==> src/rtl/fp_round_pack.sv <==
// Rounds a sign-magnitude float (3-bit exponent, 4-bit significand) to nearest,
// saturating at the top of range, and queues packed results in a 2-entry FIFO.
module fp_round_pack #(
   parameter int SAT_CNT_W = 8
) (
   input  logic                 clk,
   input  logic                 rst,
   input  logic                 in_valid,
   output logic                 in_ready,
   input  logic                 in_sign,
   input  logic [2:0]           in_exp,
   input  logic [3:0]           in_sig,
   input  logic                 in_fifth,
   output logic                 out_valid,
   input  logic                 out_ready,
   output logic                 out_sign,
   output logic [2:0]           out_exp,
   output logic [3:0]           out_sig,
   output logic [SAT_CNT_W-1:0] sat_count
);

   // Returns {saturated, sign, exp, sig}; carries ripple from sig into exp and clamp at the top.
   function automatic logic [8:0] round_entry(input logic       sign,
                                              input logic [2:0] exp,
                                              input logic [3:0] sig,
                                              input logic       fifth);
      logic [8:0] r;
      if (!fifth) begin
         r = {1'b0, sign, exp, sig};
      end else if (sig != 4'b1111) begin
         r = {1'b0, sign, exp, sig + 4'd1};
      end else if (exp != 3'd7) begin
         r = {1'b0, sign, exp + 3'd1, 4'b1000};
      end else begin
         r = {1'b1, sign, 3'd7, 4'b1111};
      end
      return r;
   endfunction

   logic [7:0]           mem_q [2];
   logic [7:0]           mem_d [2];
   logic                 wr_ptr_q, wr_ptr_d;
   logic                 rd_ptr_q, rd_ptr_d;
   logic [1:0]           count_q, count_d;
   logic                 in_ready_q, in_ready_d;
   logic [SAT_CNT_W-1:0] sat_count_q, sat_count_d;
   logic [8:0]           rounded_s;
   logic                 push_s, pop_s;
   logic [7:0]           head_s;

   always_comb begin
      rounded_s   = round_entry(in_sign, in_exp, in_sig, in_fifth);
      push_s      = in_valid && in_ready_q;
      pop_s       = (count_q != 2'd0) && out_ready;
      mem_d       = mem_q;
      wr_ptr_d    = wr_ptr_q;
      rd_ptr_d    = rd_ptr_q;
      sat_count_d = sat_count_q;
      if (push_s) begin
         mem_d[wr_ptr_q] = rounded_s[7:0];
         wr_ptr_d        = ~wr_ptr_q;
         if (rounded_s[8] && (sat_count_q != {SAT_CNT_W{1'b1}})) begin
            sat_count_d = sat_count_q + {{(SAT_CNT_W-1){1'b0}}, 1'b1};
         end else begin
            sat_count_d = sat_count_q;
         end
      end else begin
         mem_d = mem_q;
      end
      if (pop_s) begin
         rd_ptr_d = ~rd_ptr_q;
      end else begin
         rd_ptr_d = rd_ptr_q;
      end
      count_d    = count_q + {1'b0, push_s} - {1'b0, pop_s};
      // in_ready is registered from the next occupancy, so it never sees out_ready combinationally.
      in_ready_d = (count_d != 2'd2);
   end

   always_ff @(posedge clk) begin
      if (rst) begin
         mem_q[0]    <= 8'd0;
         mem_q[1]    <= 8'd0;
         wr_ptr_q    <= 1'b0;
         rd_ptr_q    <= 1'b0;
         count_q     <= 2'd0;
         in_ready_q  <= 1'b0;
         sat_count_q <= {SAT_CNT_W{1'b0}};
      end else begin
         mem_q       <= mem_d;
         wr_ptr_q    <= wr_ptr_d;
         rd_ptr_q    <= rd_ptr_d;
         count_q     <= count_d;
         in_ready_q  <= in_ready_d;
         sat_count_q <= sat_count_d;
      end
   end

   always_comb begin
      head_s    = mem_q[rd_ptr_q];
      out_valid = (count_q != 2'd0);
      if (out_valid) begin
         {out_sign, out_exp, out_sig} = head_s;
      end else begin
         {out_sign, out_exp, out_sig} = 8'd0;
      end
      in_ready  = in_ready_q;
      sat_count = sat_count_q;
   end

endmodule

==> config.mk <==
export PLATFORM = sky130hd
export DESIGN_NAME = fp_round_pack
export DESIGN_NICKNAME = d
export VERILOG_FILES = /design/src/rtl/fp_round_pack.sv
export SDC_FILE = /design/constraint.sdc
export NUM_CORES = 1
export LEC_CHECK = 0
export BUFFER_PORTS_ARGS = -buffer_cell sky130_fd_sc_hd__buf_4
export CAP_MARGIN = 20
export CORE_MARGIN = 3
export CORE_UTILIZATION = 48
export CTS_CLUSTER_DIAMETER = 120
export DETAILED_ROUTE_END_ITERATION = 10
export GPL_TIMING_DRIVEN = 0
export HOLD_SLACK_MARGIN = 0.06
export PLACE_DENSITY = 0.73
export SYNTH_ARGS = -nofsm -noshare
export SYNTH_HDL_FRONTEND = slang
export SYNTH_SLANG_ARGS = --single-unit
==> constraint.sdc <==
create_clock -name clk -period 1.5 [get_ports clk]
set_input_delay 0 -clock clk [delete_from_list [all_inputs] [get_ports clk]]
set_output_delay 0 -clock clk [all_outputs]
set_load 0.1 [all_outputs]
Word-level counts from Yosys, hierarchy flattened
Index checks and enable logic that the tools add are counted.

cells by class
  add/sub/neg operators = 5
  $lt $le $gt $ge = 3
  eq/ne operators = 4
  muxes and demuxes = 12
  bitwise logic cells = 4
  reduce and logical (&&, ||, !) cells = 6

operators by type and width
  cell                                                       count
  two-way mux 8 bit                                          4
  two-way mux 9 bit                                          3
  bitwise mux 16 bit                                         1
  adder 8 x 1 -> 8 bit (second input constant)               1
  demux 8 bit (select 1 bit)                                 1
  != test 8 bit (second input constant)                      1
  adder 4 x 1 -> 4 bit (second input constant)               1
  greater-or-equal comparator 2 bit (second input constant)  2
  logical AND 1 bit                                          4
  two-way mux 4 bit                                          1
  != test 4 bit (second input constant)                      1
  NOT 1 -> 2 bit                                             2
  adder 3 x 1 -> 3 bit (second input constant)               1
  two-way mux 3 bit                                          1
  != test 3 bit (second input constant)                      1
  adder 2 x 1 -> 2 bit                                       1
  < comparator 2 x 1 -> 1 bit (second input constant)        1
  != test 2 bit (second input constant)                      1
  NOT 1 bit                                                  2
  AND reduction 2 bit                                        1
  nonzero test 2 bit                                         1
  subtractor 2 x 1 -> 2 bit                                  1
  two-way mux 1 bit                                          1

storage, ports and cells
  register bits after elaboration = 29
  input bits = 13
  output and inout port bits = 18

Longest topological paths before layout
Gate-level depths: netlist of run 1.

  depth after elaboration = 6
  depth in mapped cells = 7
  mapped depth without buffers = 5

Least setup slack after synthesis of run 1
Ideal clock, no wire load.

  kind = reg-to-reg
  start = register sat_count_q[0], in the netlist sat_count[0]
  end = register sat_count_q[1], in the netlist sat_count[1]
  setup time = 0.128 ns
  arrival time = 2.100 ns
  data required time = 1.372 ns
  setup slack = -0.728 ns
  stages on the path, launching flop included = 7
  path buffers = 1
  clock period less this slack = 2.228 ns
  path through = dfxtp_1 > ha_1 > nand3_1 > o2111ai_4 > buf_6 > mux2i_1 > nor2_1

on the way
  longest elaborated chain between the ends = 3
  elaborated cells on any way between the ends = 4
  classes of those cells = add/sub (1); eq/ne (1); reduce/logical (2)

RTL lines
  what                                                          line  source
  start, declared                                               46    logic [SAT_CNT_W-1:0] sat_count_q, sat_count_d;
  start signal, assigned                                        88    sat_count_q <= {SAT_CNT_W{1'b0}};
  start signal, assigned                                        95    sat_count_q <= sat_count_d;
  branches (longest 3 deep; another with adder 8 x 1 -> 8 bit)  -

Several ways; the timed one is not identified.
A chain may end at the register's enable or synchronous reset.

Worst setup path in the final report of run 1
  start = register sat_count_q[4], in the netlist sat_count[4]
  end = register sat_count_q[7], in the netlist sat_count[7]

The elaborated chain is that of the path after synthesis.

==> results of run 1 <==
==> synth_stat cells (all sizes together) <==
cell and count:
nor2b 2, a211oi 2, mux2i 13, nand2b 1, and3 2, a31o 1
ha 4, nor2 19, or3 3, nand3 9, a21boi 2, o21ai 6
a32o 2, dfxtp 29, o2111ai 1, buf 2, clkbuf 6, nor3 2
or4 3, nand3b 1, xor2 3, a21oi 19, and2 2, o31ai 3
and4 1, o211ai 3, nand4 2, xnor2 1, inv 5, o21a 3
nand2 24
==> area by class of cell <==
class	count	area, um^2	area share
Timing Repair Buffer	42	330	0.162
Sequential cell	29	618	0.303
Clock buffer	5	37.5	0.0184
Buffer	7	41.3	0.0202
Tap cell	31	38.8	0.0190
Inverter	5	18.8	0.00920
Multi-Input combinational cell	134	890	0.436
Clock inverter	3	65.1	0.0319
==> path summary, 6_finish.rpt <==
| path | start | to | slack [ns] |
|---|---|---|---|
| max | sat_count[4] | sat_count[7] | 0.05 |
| min | out_ready | rd_ptr_q | 0.06 |
| max reg2reg | sat_count[4] | sat_count[7] | 0.05 |
| min reg2reg | mem_q[4] | mem_q[4] | 0.46 |
==> layer usage <==
layer,vias to the layer above,part of all wire,global-route usage
met3,7,0.047,0.0692
met2,30,0.52,0.355
met5,-,0,0
met4,0,0.017,0.0867
met1,648,0.42,0.229
li1,718,-,-
==> sequential cells by signal, summed over array words and instances (netlist names) <==
name       cells
mem_q         16
rd_ptr_q       1
count_q        2
in_ready       1
wr_ptr_q       1
sat_count      8
==> report_power, final <==
group	leakage, nW	internal [W]	switching (W)
Combinational	0.488	0.000271	0.000629
Clock	0.0552	0.000516	0.000280
Sequential	0.243	0.000845	0.000115
==> worst max-delay path, stage by stage (launching register included) <==
cell     delay, ns
dfxtp_4       0.38
nand4_1       0.17
buf_4         0.19
or4_1         0.50
a21oi_1       0.13
==> repair_timing <==
item / in CTS / in global routing
hold buffers: 6 / 0
gates resized for setup: 5 / 1
pin swaps: 4 / 3
hold endpoints to repair: 11 / 0
gates cloned: 0 / 0
buffers inserted: 3 / 4
setup endpoints to repair: 10 / 4
==> per-stage QoR <==
stage | hold slack (ns) | util
2_1_floorplan | 0.136 | -
3_3_place_gp | 0.258 | 0.640
3_5_place_dp | 0.268 | 0.640
4_1_cts | 0.0601 | 0.710
5_1_grt | 0.0773 | 0.721
6_report | 0.0642 | 0.721
==> kinds of logic after synthesis <==
family	synth area share
XOR/XNOR	0.0239
AO/OA/AOI/OAI	0.189
adder cells (fa/ha/maj)	0.0341
buffers and inverters	0.0434
multiplexers	0.0886
AND/OR/NAND/NOR	0.226
flip-flops	0.395
==> out/results.txt, run 1 <==
fin crit share - 0.963
skew final - 0.0127 ns
CTS max path bufs - 2
most frequent cells in the layout - buf_4, nand2_1, a21oi_1, dfxtp_1, mux2i_1
run status - completed
cell depth of the worst flop-to-flop path - 4
# diodes - 0
Pwr Density - 1300 mW/mm^2
Setup-failing EPs final - 0
TritonCTS Buffers - 5
Worst setup EP type - flop
nets - 241
largest net degree at the start of global routing - 11
routed len/inst - 13.7 um
Root Buffer - clkbuf_4
Critical Path Start Type - flop
max-slew violations - 0
RSZ-0062 raised after global routing - true
area delta synth->final - 38.8%
Setup TNS - 0 ns
Rel. slew slack - 0.684
Post-Layout Cell Count - 256
Seq cells post-synth - 29
Synthesized Nets - 193
vias in the first global route - 1316
Hold Fails Final Rpt - 0
critical path fanouts, max - 6
pre-CTS WS - -0.109 ns
Synth area leaders - dfxtp_1, mux2i_1, a21oi_1, nand2_1, nor2_1
placed inst area - 0.00181 mm^2
antenna-violating nets left - 0
number of library cell types mapped by synthesis - 33
post-DP HPWL - 2510 um
Mean Syn Cell Area - 8.35 um^2
iteration count of the initial detailed-routing pass - 4
fmax - 692 MHz
Clock Sinks - 29
initial drt markers - 63
Synth Warn # - 0
total chip power - 0.00266 W
Synth top area share - 0.395
initial antenna violation count - 0
filler cell count in the final layout - 236
clock insertion delay at the later pin of the skew report - 0.34 ns
gr usage total - 0.205
Critical Path RT - 1.77 ns
cell taking the most area after synthesis - dfxtp_1
die footprint - 0.00376 mm^2
Max-Cap Viols - 0
I/O pin total - 31
Initial Util - 0.519
GPL Wtd Cong - 0.750
Die H - 61.3 um
final std cell area, no fill - 0.00204 mm^2
critical path class - reg2reg
most common cell after layout, fill and taps aside - buf_4
IO Port Bufs - 29
CTS tree - done
H-tree levels - 2
Syn Inst Count - 176
Placed Cells - 236
Die W - 61.3 um
Worst Hold Depth - 4
pin slew with the least headroom to its limit - 0.474 ns
Vias/cell - 5.48
global-route wire length before repair - 5630 um
Worst-path clk slew - 0.10 ns
Seq/Total Area, Yosys - 0.395
fin worst setup slack - 0.0549 ns
crit path DAT - 1.71 ns
synthesized area - 0.00147 mm^2
share of layout cells above drive strength 1 - 0.316
maximum vdd ir drop - 1110 uV
static leakage - 0.787 nW
total number of vias - 1403
post-layout min period - 1.45 ns
Hold Crit Class - in2reg
DR DRC count - 0
global route overflow - 0
Core Footprint - 0.00283 mm^2
final wirelength - 3510 um
Rows - 19
(Power assumes the default switching activity.)
==> run 2, diff against run 1 <==
--- a/config.mk
+++ b/config.mk
@@ -8,12 +8,12 @@
 export BUFFER_PORTS_ARGS = -buffer_cell sky130_fd_sc_hd__buf_4
 export CAP_MARGIN = 20
 export CORE_MARGIN = 3
-export CORE_UTILIZATION = 48
+export CORE_UTILIZATION = 57
 export CTS_CLUSTER_DIAMETER = 120
 export DETAILED_ROUTE_END_ITERATION = 10
 export GPL_TIMING_DRIVEN = 0
 export HOLD_SLACK_MARGIN = 0.06
-export PLACE_DENSITY = 0.73
+export PLACE_DENSITY = 0.82
 export SYNTH_ARGS = -nofsm -noshare
 export SYNTH_HDL_FRONTEND = slang
 export SYNTH_SLANG_ARGS = --single-unit
==> constraint.sdc (replaced) <==
create_clock -name clk -period 1.7 [get_ports clk]
set_input_delay 0 -clock clk [delete_from_list [all_inputs] [get_ports clk]]
set_output_delay 0 -clock clk [all_outputs]
set_load 0.1 [all_outputs]
==> out/results.txt, run 2 (synthesized netlist as in run 1, its figures left out) <==
Setup-failing EPs final - 0
Root Buffer - clkbuf_4
routed len/inst - 15.1 um
final std cell area, no fill - 0.00187 mm^2
vias in the first global route - 1318
FF+latch area - 603 um^2
Pwr Density - 1090 mW/mm^2
Rows - 17
most common cell after layout, fill and taps aside - buf_4
Die W - 56.8 um
max-slew violations - 0
Multi-input gate area - 852 um^2
max incr delay on CP - 0.37 ns
cell family with most CP delay - simple AND/OR/NAND/NOR gates
placed inst area - 0.00176 mm^2
most frequent cells in the layout - buf_4, nand2_1, a21oi_1, dfxtp_1, mux2i_1
pre-CTS WS - 0.0967 ns
post-DP HPWL - 2570 um
static leakage - 0.715 nW
maximum vdd ir drop - 1240 uV
Post-Layout Cell Count - 245
fin crit share - 0.954
Worst-path clk slew - 0.08 ns
pin slew with the least headroom to its limit - 0.678 ns
Critical Path RT - 1.95 ns
Core Footprint - 0.00232 mm^2
gr usage total - 0.246
die footprint - 0.00322 mm^2
Slowest cell on crit path - dfxtp_4
critical path fanouts, max - 10
skew final - 0.00632 ns
global-route wire length before repair - 6030 um
Vias/cell - 5.71
met1 GRT Util - 0.311
DR DRC count - 0
Worst setup EP type - flop
critical path class - reg2reg
# diodes - 0
fin worst setup slack - 0.0790 ns
Initial Util - 0.634
clock insertion delay at the later pin of the skew report - 0.33 ns
share of layout cells above drive strength 1 - 0.276
Hold Crit Class - in2reg
initial antenna violation count - 0
met2 usage - 0.388
number of flip-flops in the largest register - 16
area delta synth->final - 27.1%
register bank with the most flops - mem_q
antenna-violating nets left - 0
global route overflow - 0
Rel. slew slack - 0.547
Setup TNS - 0 ns
fmax - 617 MHz
met3 Track Usage GR - 0.0598
final wirelength - 3710 um
Post CTS Setup Buffer Count - 0
Max-Cap Viols - 0
initial drt markers - 49
cell chain of the critical path - ha_1, nand3_1, o2111ai_4, buf_6, or3_1, a21oi_1
nets - 233
CTS tree - done
post-layout min period - 1.62 ns
Die H - 56.8 um
TritonCTS Buffers - 5
I/O pin total - 31
largest net degree at the start of global routing - 11
H-tree levels - 2
most used routing layer - met2
CP bufs+invs - 1
run status - completed
Placed Cells - 233
Hold Fails Final Rpt - 0
CTS max path bufs - 2
GPL Wtd Cong - 0.822
total number of vias - 1400
Critical Path Start Type - flop
IO Port Bufs - 29
filler cell count in the final layout - 160
crit path DAT - 1.87 ns
RSZ-0062 raised after global routing - false
iteration count of the initial detailed-routing pass - 4
Clock Sinks - 29
run 2: metrics by stage:
step                      power [W]  hold WS [ns]  utilization
after global placement      0.00160         0.257        0.760
final                       0.00203        0.0697        0.805
after CTS                   0.00203        0.0600        0.802
after floorplan             0.00143         0.136            -
after global routing        0.00212         0.119        0.805
after detailed placement    0.00163         0.276        0.760
run 2: cell type report:
cell class	instances	share of cell area
multi-input combinational	134	0.456
sequential	29	0.323
timing repair buffer	34	0.143
clock buffer	8	0.0261
inverter	5	0.0101
tap	28	0.0188
buffer	7	0.0221
run 2: power breakdown:
| part | internal, W | switching (W) |
|---|---|---|
| logic | 0.000229 | 0.000559 |
| clock network | 0.000164 | 0.000229 |
| registers | 0.000750 | 0.0000962 |
| total | 0.00114 | 0.000884 |
run 2: per-layer routing:
metal  wire [um]  up-vias
met5           0        -
met4          69        0
met3         214        9
met2        1760       47
met1        1660      640
li1            -      704
run 2: worst register-to-register path: stages (launching register included):
cell       delay [ns]
dfxtp_4          0.37
ha_1             0.24
nand3_1          0.14
o2111ai_4        0.14
buf_6            0.18
or3_1            0.34
a21oi_1          0.14
run 2: timing repair:
item | 4_1_cts | 5_1_grt
resized for setup | 1 | 3
hold endpoints to repair | 7 | 0
hold buffers | 5 | 0
setup endpoints to repair | 9 | 5
run 2: worst paths after layout:
kind                startpoint  cells past startpoint           end  slack (ns)
setup / recovery  sat_count[0]                      6  sat_count[4]        0.08
hold / removal             rst                      2    count_q[0]        0.07
setup reg to reg  sat_count[0]                      6  sat_count[4]        0.08
hold reg to reg      mem_q[10]                      2     mem_q[10]        0.48
